File: src/rtl/vga_pkg.sv
// Shared frame-buffer constants, grant encodings and address helpers.
// Also used by the VGA timing controller.
package vga_pkg;

  localparam int H_RES     = 640;
  localparam int V_RES     = 480;
  localparam int FB_PIXELS = H_RES * V_RES;
  localparam int ADDR_W    = 19;
  localparam int LINE_W    = 9;
  localparam int OFFS_W    = 10;
  localparam int PIX_W     = 3;

  typedef enum logic [1:0] {
    GNT_NONE = 2'd0,
    GNT_VGA  = 2'd1,
    GNT_CPU  = 2'd2,
    GNT_CLR  = 2'd3
  } gnt_t;

  typedef logic [ADDR_W-1:0] fb_addr_t;

  typedef struct packed {
    fb_addr_t          addr;
    logic [PIX_W-1:0]  pix;
  } wr_entry_t;

  localparam fb_addr_t FB_SIZE_A = fb_addr_t'(FB_PIXELS);
  localparam fb_addr_t FB_LAST_A = fb_addr_t'(FB_PIXELS - 1);

  // line*640 + offset as a shift-add; only valid for H_RES == 640
  function automatic fb_addr_t pix_addr(input logic [LINE_W-1:0] line,
                                        input logic [OFFS_W-1:0] offs);
    fb_addr_t l;
    l = fb_addr_t'(line);
    return (l << 9) + (l << 7) + fb_addr_t'(offs);
  endfunction

  function automatic logic vga_oor(input logic [LINE_W-1:0] line,
                                   input logic [OFFS_W-1:0] offs);
    return (line >= LINE_W'(V_RES)) || (offs >= OFFS_W'(H_RES));
  endfunction

endpackage

File: src/rtl/vga_fb_arbiter_if.sv
// Bus bundle around the arbiter: VGA fetch, CPU write, RAM and clear control.
// slave = arbiter side, master = surrounding system.
interface vga_fb_arbiter_if;
  import vga_pkg::*;

  logic                vga_req;
  logic [LINE_W-1:0]   vga_line;
  logic [OFFS_W-1:0]   vga_offset;
  logic [PIX_W-1:0]    vga_rgb;

  logic                cpu_valid;
  logic                cpu_ready;
  logic [ADDR_W-1:0]   cpu_addr;
  logic [PIX_W-1:0]    cpu_wdata;
  logic                cpu_err;

  logic                mem_en;
  logic                mem_we;
  logic [ADDR_W-1:0]   mem_addr;
  logic [PIX_W-1:0]    mem_wdata;
  logic [PIX_W-1:0]    mem_rdata;

  logic                clr_start;
  logic                clr_busy;

  modport slave (
    input  vga_req, vga_line, vga_offset, cpu_valid, cpu_addr, cpu_wdata,
           mem_rdata, clr_start,
    output vga_rgb, cpu_ready, cpu_err, mem_en, mem_we, mem_addr, mem_wdata,
           clr_busy
  );

  modport master (
    output vga_req, vga_line, vga_offset, cpu_valid, cpu_addr, cpu_wdata,
           mem_rdata, clr_start,
    input  vga_rgb, cpu_ready, cpu_err, mem_en, mem_we, mem_addr, mem_wdata,
           clr_busy
  );

endinterface

File: src/rtl/fb_wr_fifo.sv
// CPU write buffer: synchronous FIFO, no fall-through.
// full is registered from the next-state occupancy so it is never stale.
module fb_wr_fifo #(
  parameter int WIDTH = 22,
  parameter int DEPTH = 4
) (
  input  logic             clk,
  input  logic             reset,
  input  logic             push,
  input  logic             pop,
  input  logic [WIDTH-1:0] din,
  output logic [WIDTH-1:0] dout,
  output logic             full,
  output logic             empty
);

  localparam int PTR_W = $clog2(DEPTH);

  logic [WIDTH-1:0] r_mem [DEPTH];
  logic [PTR_W-1:0] r_wr_ptr;
  logic [PTR_W-1:0] r_rd_ptr;
  logic [PTR_W:0]   r_count;
  logic [PTR_W:0]   w_count_nxt;
  logic             r_full;
  logic             w_do_push;
  logic             w_do_pop;

  assign w_do_push = push && !r_full;
  assign w_do_pop  = pop && (r_count != '0);

  // next occupancy; simultaneous push and pop leaves it unchanged
  always_comb begin
    w_count_nxt = r_count;
    if (w_do_push && !w_do_pop)
      w_count_nxt = r_count + (PTR_W+1)'(1);
    else if (!w_do_push && w_do_pop)
      w_count_nxt = r_count - (PTR_W+1)'(1);
  end

  // pointers, occupancy and full flag
  always_ff @(posedge clk or posedge reset) begin
    if (reset) begin
      r_wr_ptr <= '0;
      r_rd_ptr <= '0;
      r_count  <= '0;
      r_full   <= 1'b0;
    end else begin
      if (w_do_push) r_wr_ptr <= r_wr_ptr + PTR_W'(1);
      if (w_do_pop)  r_rd_ptr <= r_rd_ptr + PTR_W'(1);
      r_count <= w_count_nxt;
      r_full  <= (w_count_nxt == (PTR_W+1)'(DEPTH));
    end
  end

  // storage; contents are don't-care until written
  always_ff @(posedge clk) begin
    if (w_do_push) r_mem[r_wr_ptr] <= din;
  end

  assign dout  = r_mem[r_rd_ptr];
  assign full  = r_full;
  assign empty = (r_count == '0);

endmodule

File: src/rtl/vga_fb_arbiter.sv
// Single-port frame-buffer arbiter: VGA fetch (strict priority), optional
// clear sweep, then buffered CPU writes.
// Build option: FB_CLEAR_EN enables the clear sweep (clr_start/clr_busy).
//
// Grant state (registered, drives the RAM port for one cycle):
//   state    | meaning
//   GNT_NONE | RAM idle
//   GNT_VGA  | pixel read for display (disabled if request out of range)
//   GNT_CPU  | FIFO head written (dropped with cpu_err if address out of range)
//   GNT_CLR  | clear sweep writes 0 to the current clear address
module vga_fb_arbiter
  import vga_pkg::*;
#(
  parameter int FIFO_DEPTH = 4,
  parameter int RD_LAT     = 1
) (
  input logic               clk,
  input logic               reset,
  vga_fb_arbiter_if.slave   bus
);

  gnt_t       r_gnt;
  gnt_t       w_gnt_nxt;
  fb_addr_t   r_addr;
  logic [PIX_W-1:0] r_wdata;
  logic       r_oor;
  logic       r_ready_en;

  logic       w_full;
  logic       w_empty;
  logic       w_push;
  logic       w_pop;
  logic [$bits(wr_entry_t)-1:0] w_fifo_dout;
  wr_entry_t  w_head;
  fb_addr_t   w_vga_addr;
  logic       w_vga_oor;
  logic       w_cpu_oor;
  logic       w_clr_act;
  fb_addr_t   w_clr_addr;

  logic       w_mem_en;
  logic       w_mem_we;
  logic       w_cpu_err;

  logic [RD_LAT:0]  r_vpipe;
  logic [RD_LAT:0]  r_voor;
  logic [PIX_W-1:0] r_rgb;

  assign w_vga_addr = pix_addr(bus.vga_line, bus.vga_offset);
  assign w_vga_oor  = vga_oor(bus.vga_line, bus.vga_offset);
  assign w_head     = wr_entry_t'(w_fifo_dout);
  assign w_cpu_oor  = (w_head.addr >= FB_SIZE_A);

  assign w_push = bus.cpu_valid && bus.cpu_ready;
  assign w_pop  = (w_gnt_nxt == GNT_CPU);

  fb_wr_fifo #(
    .WIDTH ($bits(wr_entry_t)),
    .DEPTH (FIFO_DEPTH)
  ) u_fifo (
    .clk   (clk),
    .reset (reset),
    .push  (w_push),
    .pop   (w_pop),
    .din   ({bus.cpu_addr, bus.cpu_wdata}),
    .dout  (w_fifo_dout),
    .full  (w_full),
    .empty (w_empty)
  );

`ifdef FB_CLEAR_EN
  logic     r_clr_busy;
  fb_addr_t r_clr_addr;

  // clear sweep: start is ignored while busy, ends after the last pixel
  always_ff @(posedge clk or posedge reset) begin
    if (reset) begin
      r_clr_busy <= 1'b0;
      r_clr_addr <= '0;
    end else if (!r_clr_busy) begin
      if (bus.clr_start) begin
        r_clr_busy <= 1'b1;
        r_clr_addr <= '0;
      end
    end else if (w_gnt_nxt == GNT_CLR) begin
      if (r_clr_addr == FB_LAST_A) r_clr_busy <= 1'b0;
      r_clr_addr <= r_clr_addr + ADDR_W'(1);
    end
  end

  assign w_clr_act    = r_clr_busy;
  assign w_clr_addr   = r_clr_addr;
  assign bus.clr_busy = r_clr_busy;
`else
  logic w_unused_clr;
  assign w_unused_clr = bus.clr_start;
  assign w_clr_act    = 1'b0;
  assign w_clr_addr   = '0;
  assign bus.clr_busy = 1'b0;
`endif

  // grant state register
  always_ff @(posedge clk or posedge reset) begin
    if (reset) r_gnt <= GNT_NONE;
    else       r_gnt <= w_gnt_nxt;
  end

  // fixed-priority grant decision: VGA > clear > CPU
  always_comb begin
    w_gnt_nxt = GNT_NONE;
    if (bus.vga_req)   w_gnt_nxt = GNT_VGA;
    else if (w_clr_act) w_gnt_nxt = GNT_CLR;
    else if (!w_empty)  w_gnt_nxt = GNT_CPU;
  end

  // RAM strobes and error pulse for the granted access
  always_comb begin
    w_mem_en  = 1'b0;
    w_mem_we  = 1'b0;
    w_cpu_err = 1'b0;
    case (r_gnt)
      GNT_VGA: w_mem_en = !r_oor;
      GNT_CPU: begin
        w_mem_en  = !r_oor;
        w_mem_we  = !r_oor;
        w_cpu_err = r_oor;
      end
      GNT_CLR: begin
        w_mem_en = 1'b1;
        w_mem_we = 1'b1;
      end
      default: ;
    endcase
  end

  // capture address/data of the winner; address holds when idle
  always_ff @(posedge clk or posedge reset) begin
    if (reset) begin
      r_addr  <= '0;
      r_wdata <= '0;
      r_oor   <= 1'b0;
    end else begin
      case (w_gnt_nxt)
        GNT_VGA: begin
          r_addr  <= w_vga_addr;
          r_wdata <= '0;
          r_oor   <= w_vga_oor;
        end
        GNT_CPU: begin
          r_addr  <= w_head.addr;
          r_wdata <= w_head.pix;
          r_oor   <= w_cpu_oor;
        end
        GNT_CLR: begin
          r_addr  <= w_clr_addr;
          r_wdata <= '0;
          r_oor   <= 1'b0;
        end
        default: r_oor <= 1'b0;
      endcase
    end
  end

  // read pipeline: stage RD_LAT lines up with mem_rdata; out-of-range gives 0
  always_ff @(posedge clk or posedge reset) begin
    if (reset) begin
      r_vpipe <= '0;
      r_voor  <= '0;
      r_rgb   <= '0;
    end else begin
      r_vpipe[0] <= bus.vga_req;
      r_voor[0]  <= w_vga_oor;
      for (int i = 1; i <= RD_LAT; i++) begin
        r_vpipe[i] <= r_vpipe[i-1];
        r_voor[i]  <= r_voor[i-1];
      end
      if (r_vpipe[RD_LAT])
        r_rgb <= r_voor[RD_LAT] ? '0 : bus.mem_rdata;
    end
  end

  // holds cpu_ready low while reset is asserted, rises one cycle after release
  always_ff @(posedge clk or posedge reset) begin
    if (reset) r_ready_en <= 1'b0;
    else       r_ready_en <= 1'b1;
  end

  assign bus.cpu_ready = r_ready_en && !w_full;
  assign bus.cpu_err   = w_cpu_err;
  assign bus.mem_en    = w_mem_en;
  assign bus.mem_we    = w_mem_we;
  assign bus.mem_addr  = r_addr;
  assign bus.mem_wdata = r_wdata;
  assign bus.vga_rgb   = r_rgb;

endmodule

File: src/flat_wrapper.sv
// flat-port wrapper written by rule: the top's interface ports become plain ports
module vga_fb_arbiter_flat import vga_pkg::*;
#(
  parameter int FIFO_DEPTH = 4,
  parameter int RD_LAT     = 1
)
  (clk, reset, bus_vga_req, bus_vga_line, bus_vga_offset, bus_cpu_valid, bus_cpu_addr, bus_cpu_wdata, bus_mem_rdata, bus_clr_start, bus_vga_rgb, bus_cpu_ready, bus_cpu_err, bus_mem_en, bus_mem_we, bus_mem_addr, bus_mem_wdata, bus_clr_busy);
  vga_fb_arbiter_if bus_i ();
  input logic clk;
  input logic reset;
  input wire logic [$bits(bus_i.vga_req)-1:0] bus_vga_req;
  input wire logic [$bits(bus_i.vga_line)-1:0] bus_vga_line;
  input wire logic [$bits(bus_i.vga_offset)-1:0] bus_vga_offset;
  input wire logic [$bits(bus_i.cpu_valid)-1:0] bus_cpu_valid;
  input wire logic [$bits(bus_i.cpu_addr)-1:0] bus_cpu_addr;
  input wire logic [$bits(bus_i.cpu_wdata)-1:0] bus_cpu_wdata;
  input wire logic [$bits(bus_i.mem_rdata)-1:0] bus_mem_rdata;
  input wire logic [$bits(bus_i.clr_start)-1:0] bus_clr_start;
  output wire logic [$bits(bus_i.vga_rgb)-1:0] bus_vga_rgb;
  output wire logic [$bits(bus_i.cpu_ready)-1:0] bus_cpu_ready;
  output wire logic [$bits(bus_i.cpu_err)-1:0] bus_cpu_err;
  output wire logic [$bits(bus_i.mem_en)-1:0] bus_mem_en;
  output wire logic [$bits(bus_i.mem_we)-1:0] bus_mem_we;
  output wire logic [$bits(bus_i.mem_addr)-1:0] bus_mem_addr;
  output wire logic [$bits(bus_i.mem_wdata)-1:0] bus_mem_wdata;
  output wire logic [$bits(bus_i.clr_busy)-1:0] bus_clr_busy;
  assign bus_i.vga_req = bus_vga_req;
  assign bus_i.vga_line = bus_vga_line;
  assign bus_i.vga_offset = bus_vga_offset;
  assign bus_i.cpu_valid = bus_cpu_valid;
  assign bus_i.cpu_addr = bus_cpu_addr;
  assign bus_i.cpu_wdata = bus_cpu_wdata;
  assign bus_i.mem_rdata = bus_mem_rdata;
  assign bus_i.clr_start = bus_clr_start;
  assign bus_vga_rgb = bus_i.vga_rgb;
  assign bus_cpu_ready = bus_i.cpu_ready;
  assign bus_cpu_err = bus_i.cpu_err;
  assign bus_mem_en = bus_i.mem_en;
  assign bus_mem_we = bus_i.mem_we;
  assign bus_mem_addr = bus_i.mem_addr;
  assign bus_mem_wdata = bus_i.mem_wdata;
  assign bus_clr_busy = bus_i.clr_busy;
  vga_fb_arbiter #(.FIFO_DEPTH(FIFO_DEPTH), .RD_LAT(RD_LAT)) u_core (.clk(clk), .reset(reset), .bus(bus_i));
endmodule
File: config.mk
export PLATFORM = sky130hd
export DESIGN_NAME = vga_fb_arbiter_flat
export DESIGN_NICKNAME = d
export VERILOG_FILES = /design/src/rtl/vga_pkg.sv /design/src/rtl/vga_fb_arbiter_if.sv /design/src/rtl/fb_wr_fifo.sv /design/src/rtl/vga_fb_arbiter.sv /design/src/flat_wrapper.sv
export SDC_FILE = /design/constraint.sdc
export NUM_CORES = 1
export LEC_CHECK = 0
export CAP_MARGIN = 30
export CORE_UTILIZATION = 25
export CTS_BUF_LIST = sky130_fd_sc_hd__clkbuf_8
export DETAILED_ROUTE_END_ITERATION = 8
export SLEW_MARGIN = 20
export SYNTH_ARGS = -nofsm -noshare
export SYNTH_HDL_FRONTEND = slang
export SYNTH_HIERARCHICAL = 1
export SYNTH_SLANG_ARGS = --single-unit
File: constraint.sdc
create_clock -name clk -period 2.6 [get_ports clk]
set_clock_uncertainty 0.15 [all_clocks]
set_input_delay 0.78 -clock clk [delete_from_list [all_inputs] [get_ports clk]]
set_output_delay 0.78 -clock clk [all_outputs]
set_load 0.1 [all_outputs]
==> run metrics <==
Cell Area, Synth 0.00567 sq mm; Peak supply drop 414 uV; ys async rst share 0.313; Placeable Area 0.0220 sq mm; Longest Clk Path Bufs 2; Area Growth Syn to Fin 33.2%; vias per inst 4.40; Worst-path clk slew 0.08 ns; ys flop type edfxtp_1; fraction of layout cells with a size suffix above 1 0.321; Hold Path End u_core/r_voor[1]$_DFF_PP0_; max cap viols 0; die area 0.0233 sq mm; FF-to-FF End u_core/u_fifo/full$_DFF_PP0_; failing checks design-rule violations, negative setup slack; detailed-route wire length 12200 microns; Final #Nets 563; initial antenna violation count 1; Ports 79; Mapped Avg Cell Area 15.7 sq um; global-route wire length before repair 19800 microns; Power Density 1050 mW/mm^2; worst-path maximum fanout 3; final hold violations 0; Syn Nets 439; CP endpoint kind flip-flop; number of flops mapped to enable cells by yosys 88; Routed Antenna Nets 0; unrepaired setup endpoints after global routing yes; Leak 2.94 nW; clk sinks 128; synthesized flop and latch total 128; # H-tree levels 4; Tot Pwr 7.92 mW; # setup viols final 2; DPL Wire Length 8980 microns; commonest non-fill, non-tap cells in the layout 88 x edfxtp_1, 65 x buf_4, 39 x dfrtp_1; die height 153 microns; hold_ws 0.206 ns; r2r setup slk 0.32 ns; worst hold path depth 0; area of the multi-input gates 0.00196 sq mm; final-report max-slew violation count 0; PortBufs 76; Core Rows 54; commonest non-fill, non-tap cell in the layout edfxtp_1; Tcrit/Tclk final 1.05; drt drc 18; synth warn 6; CTS root buffer clkbuf_8; RD Place Congestion 0.774; latest clock arrival within the worst-skew pair 0.44 ns; synth unique cells 54; R2R cell count 8; overall track demand over capacity in global routing 0.112; Mapped Cells 361; hold_buf cts 0; first-pass detailed-route iteration total 7; final setup margin -0.120 ns; fin crit period 2.72 ns; Hold Path Origin u_core/r_voor[0]$_DFF_PP0_; Initial DRC Count 144; fmax 0.368 GHz; CTS Buf Count 17; status finished, violations left; drt wl/cell 15.6 microns; Initial Utilization 0.258; Worst R2R Start u_core/u_fifo/r_count[0]$_DFF_PP0_; fill count 2107; vias in the first global route 3735; Hold Path Class reg2reg; CTS tree done; sequential area share after synthesis 0.642; Crit Path Category in2reg; gr ovfl total 0; Die W 153 microns; Seq. cell area 0.00364 sq mm; vias post-DR 3428; largest net degree at the start of global routing 46; Data required, critical path 2.74 ns; data arrival time of the critical path 2.86 ns; Startpoint Class input port
-- power breakdown --
part	switching (mW)	leakage [nW]	internal (mW)
sequential	0.251	1.28	2.54
clock	0.773	0.198	0.939
combinational	2.16	1.46	1.24
total	3.19	2.94	4.73
-- sequential cells by signal, indices dropped and copies added, names as in the netlist --
signal,flops
u_core/r_ready_en,1
u_core/r_oor,1
u_core/r_gnt,1
u_core/r_vpipe,2
u_core/r_voor,2
u_core/bus.mem_addr,19
u_core/u_fifo/r_rd_ptr,2
u_core/u_fifo/r_mem,88
u_core/u_fifo/full,1
u_core/bus.mem_wdata,3
u_core/u_fifo/r_count,3
u_core/bus.vga_rgb,3
u_core/u_fifo/r_wr_ptr,2
-- cell type report --
| type | instances | share of cell area |
|---|---|---|
| diodes | 1 | 0.000331 |
| clock buffers | 17 | 0.0310 |
| clock inverters | 15 | 0.0224 |
| inverters | 18 | 0.00994 |
| multi-input cells | 200 | 0.259 |
| flip-flops and latches | 128 | 0.482 |
| well taps | 280 | 0.0464 |
| repair buffers | 120 | 0.149 |
-- how the worst max path moves through the flow --
stage	end	slack [ns]	start
after global routing	u_core/bus.mem_addr[18]$_DFFE_PP0P_	-0.14	bus_vga_offset[9]
final	u_core/bus.mem_addr[18]$_DFFE_PP0P_	-0.12	bus_vga_offset[8]
after detailed placement	u_core/bus.mem_addr[16]$_DFFE_PP0P_	-1.05	bus_vga_offset[9]
after CTS	u_core/bus.mem_addr[16]$_DFFE_PP0P_	-0.22	bus_vga_offset[9]
after global placement	u_core/bus.mem_addr[16]$_DFFE_PP0P_	-0.99	bus_vga_offset[9]
after floorplan	u_core/bus.mem_addr[16]$_DFFE_PP0P_	-0.37	bus_vga_offset[9]
-- synthesized netlist by cell type (2+ instances only) --
cell	instances	area [sq um]
nand2_1	23	86.3
nand4_1	2	12.5
mux4_2	22	495
a21oi_1	8	40.0
edfxtp_1	88	2640
xnor2_1	5	43.8
clkbuf_1	5	18.8
a21o_2	2	17.5
inv_1	18	67.6
nor2_1	8	30.0
a211o_1	3	26.3
buf_2	4	20.0
a31oi_1	2	12.5
xor2_1	3	26.3
nor2b_1	7	43.8
buf_6	4	45.0
o21ai_0	18	90.1
and2_1	2	12.5
and3_1	2	12.5
mux2i_1	17	170
fa_1	2	40.0
o22ai_1	3	18.8
a21o_1	6	45.0
ha_1	27	338
dfrtp_1	40	1000
a211oi_1	8	60.1
conb_1	2	7.51
and2_2	4	30.0
-- worst max-delay path, stage by stage --
cell	delay, ns
clkdlybuf4s15_1	0.22
ha_4	0.27
ha_4	0.17
fa_2	0.38
a21o_2	0.20
a221o_1	0.33
buf_4	0.15
a221oi_2	0.23
o22ai_1	0.12
-- per-layer routing --
| layer | vias up | track usage | share of wire |
|---|---|---|---|
| li1 | 1621 | - | - |
| met3 | 15 | 0.0375 | 0.056 |
| met2 | 78 | 0.199 | 0.52 |
| met5 | - | 0 | 0 |
| met1 | 1714 | 0.123 | 0.41 |
| met4 | 0 | 0.0428 | 0.015 |
-- cells by family (layout without fill, tap and decap cells) --
logic type      after synthesis  in the layout  share of synthesized area
buf+inv                      33            170                     0.0287
compound gates               61             61                     0.0730
fa+ha+maj                    29             29                     0.0666
xor+xnor                      8              8                     0.0123
mux                          40             40                      0.119
other cells                   2              3                    0.00132
flops                       128            128                      0.642
simple gates                 60             60                     0.0567
-- stage by stage --
stage          instance area, sq um  instances  utilization  setup WS (ns)  setup TNS, ns
2_1_floorplan                  5700        361            -         -0.372         -0.902
3_3_place_gp                   7040        742        0.320         -0.995          -7.09
3_5_place_dp                   7040        742        0.320          -1.05          -7.49
4_1_cts                        7470        776        0.339         -0.223         -0.454
5_1_grt                        7550        778        0.343         -0.139         -0.256
6_report                       7560        779        0.343         -0.120         -0.203
-- what timing repair did --
| action | 4_1_cts | 5_1_grt |
|---|---|---|
| cloned | 0 | 0 |
| pin swaps | 10 | 10 |
| setup buffers | 2 | 2 |
| resized for setup | 23 | 12 |
| endpoints found under the setup margin | 8 | 7 |
No activity file was read; power rests on OpenSTA's default activity.
==> RTL change, RTL diff (same flow settings) <==
The option `FB_CLEAR_EN` is turned on by a define.
--- a/src/rtl/vga_fb_arbiter.sv
+++ b/src/rtl/vga_fb_arbiter.sv
@@ -8,6 +8,8 @@
 //   GNT_VGA  | pixel read for display (disabled if request out of range)
 //   GNT_CPU  | FIFO head written (dropped with cpu_err if address out of range)
 //   GNT_CLR  | clear sweep writes 0 to the current clear address
+`define FB_CLEAR_EN
+
 module vga_fb_arbiter
   import vga_pkg::*;
 #(
Formal check against the unedited RTL: not equivalent (Yosys sat finds a counterexample within 4 cycles, from zero or initial values and one cycle with reset high).
==> RTL change against the original RTL <==
- clock power is 9% higher
- combinational power decreased by 27%
- synthesized area grew 23%
- via count up 35%
- final area grew 22%
- setup slack gained 0.20 ns
- wire length up 31%
- sequential cell count increased by 21
- total power down 5.9%
- critical endpoint is now u_core/bus.mem_addr[16]$_DFFE_PP0P_
==> RTL change: results <==
[layout]
layout-drive-gt1-share = 0.284
multi_input_cells = 315
num_antenna_cells = 2
seq_share = 0.454
final_core_util = 0.339
clk_share = 0.0445
multiInputGateArea_sq_um = 2650
nets = 740
buffer_area_frac = 0.152
fill_cells = 2649

[setup_path]
slowest_delay_ns = 0.43
crit_slowest_cell = "clkdlybuf4s50_1"
crit_family = "adder cells"
cp.arrival_ns = 2.70

[cts]
post-cts-setup-buffers = 1
cts_resized = 8

[routing]
first_iter_violations = 291
drt_first_pass_iters = 4
via_per_inst = 4.42
totalWireLength_microns = 16000

[place]
place.gp.congestion = 0.797
io_buffers = 78
dp_hpwl_microns = 11900
placed_area_sq_um = 8720

[outcome]
status = "complete, no violations"

[yosys]
synthXorXnorAreaFrac = 0.0151
ys_async_sr_fraction = 0.409
synth_compound_area_frac = 0.115
synth_cell_types = 71
netlist_top_cells_count = "edfxtp_1 (88), dfrtp_1 (61), nand2_1 (43)"
yosys.area_share.adder = 0.0615
muxShareOfSynthArea = 0.0770
ys_seq_area_frac = 0.599

[power]
leakage_nw = 3.59
ir_drop_mv = 0.289

[grt]
grt_pass1_wl_microns = 25900
first_global_vias = 4771
grt_use_total = 0.119
grt_antenna_before_repair = 4
-- RTL change: metrics by stage --
| stage | setup WS (ns) | hold WS (ns) | TNS, ns | instances |
|---|---|---|---|---|
| after floorplan | 0.00691 | 0.181 | 0 | 509 |
| after global placement | -0.612 | 0.185 | -12.05 | 1010 |
| after detailed placement | -0.616 | 0.186 | -11.99 | 1010 |
| after CTS | 0.0321 | 0.206 | 0 | 1042 |
| after global routing | 0.00273 | 0.207 | 0 | 1042 |
| final | 0.0797 | 0.202 | 0 | 1044 |
-- RTL change: layer usage --
metal / track usage / vias to the layer above / part of all wire
met4: 0.0395 / 4 / 0.013
met3: 0.0451 / 19 / 0.064
met2: 0.187 / 74 / 0.46
met5: 0 / - / 0.0015
met1: 0.150 / 2272 / 0.47
li1: - / 2243 / -
-- RTL change: power breakdown --
| group | total, W | switching [W] | internal [W] |
|---|---|---|---|
| combinational | 0.00250 | 0.00147 | 0.00104 |
| sequential | 0.00308 | 0.000239 | 0.00284 |
| clock | 0.00186 | 0.000904 | 0.000954 |
-- RTL change: final timing paths --
kind | from | to | slack (ns)
max in group asynchronous | reset | u_core/bus.mem_addr[0]$_DFFE_PP0P_ | 1.31
hold reg to reg | u_core/r_voor[0]$_DFF_PP0_ | u_core/r_voor[1]$_DFF_PP0_ | 0.20
setup reg to reg | u_core/u_fifo/r_count[0]$_DFF_PP0_ | u_core/bus.mem_addr[16]$_DFFE_PP0P_ | 0.13
min in group asynchronous | reset | u_core/u_fifo/r_count[0]$_DFF_PP0_ | 0.49
hold / removal | u_core/r_voor[0]$_DFF_PP0_ | u_core/r_voor[1]$_DFF_PP0_ | 0.20
setup / recovery | bus_vga_line[1] | u_core/bus.mem_addr[16]$_DFFE_PP0P_ | 0.08
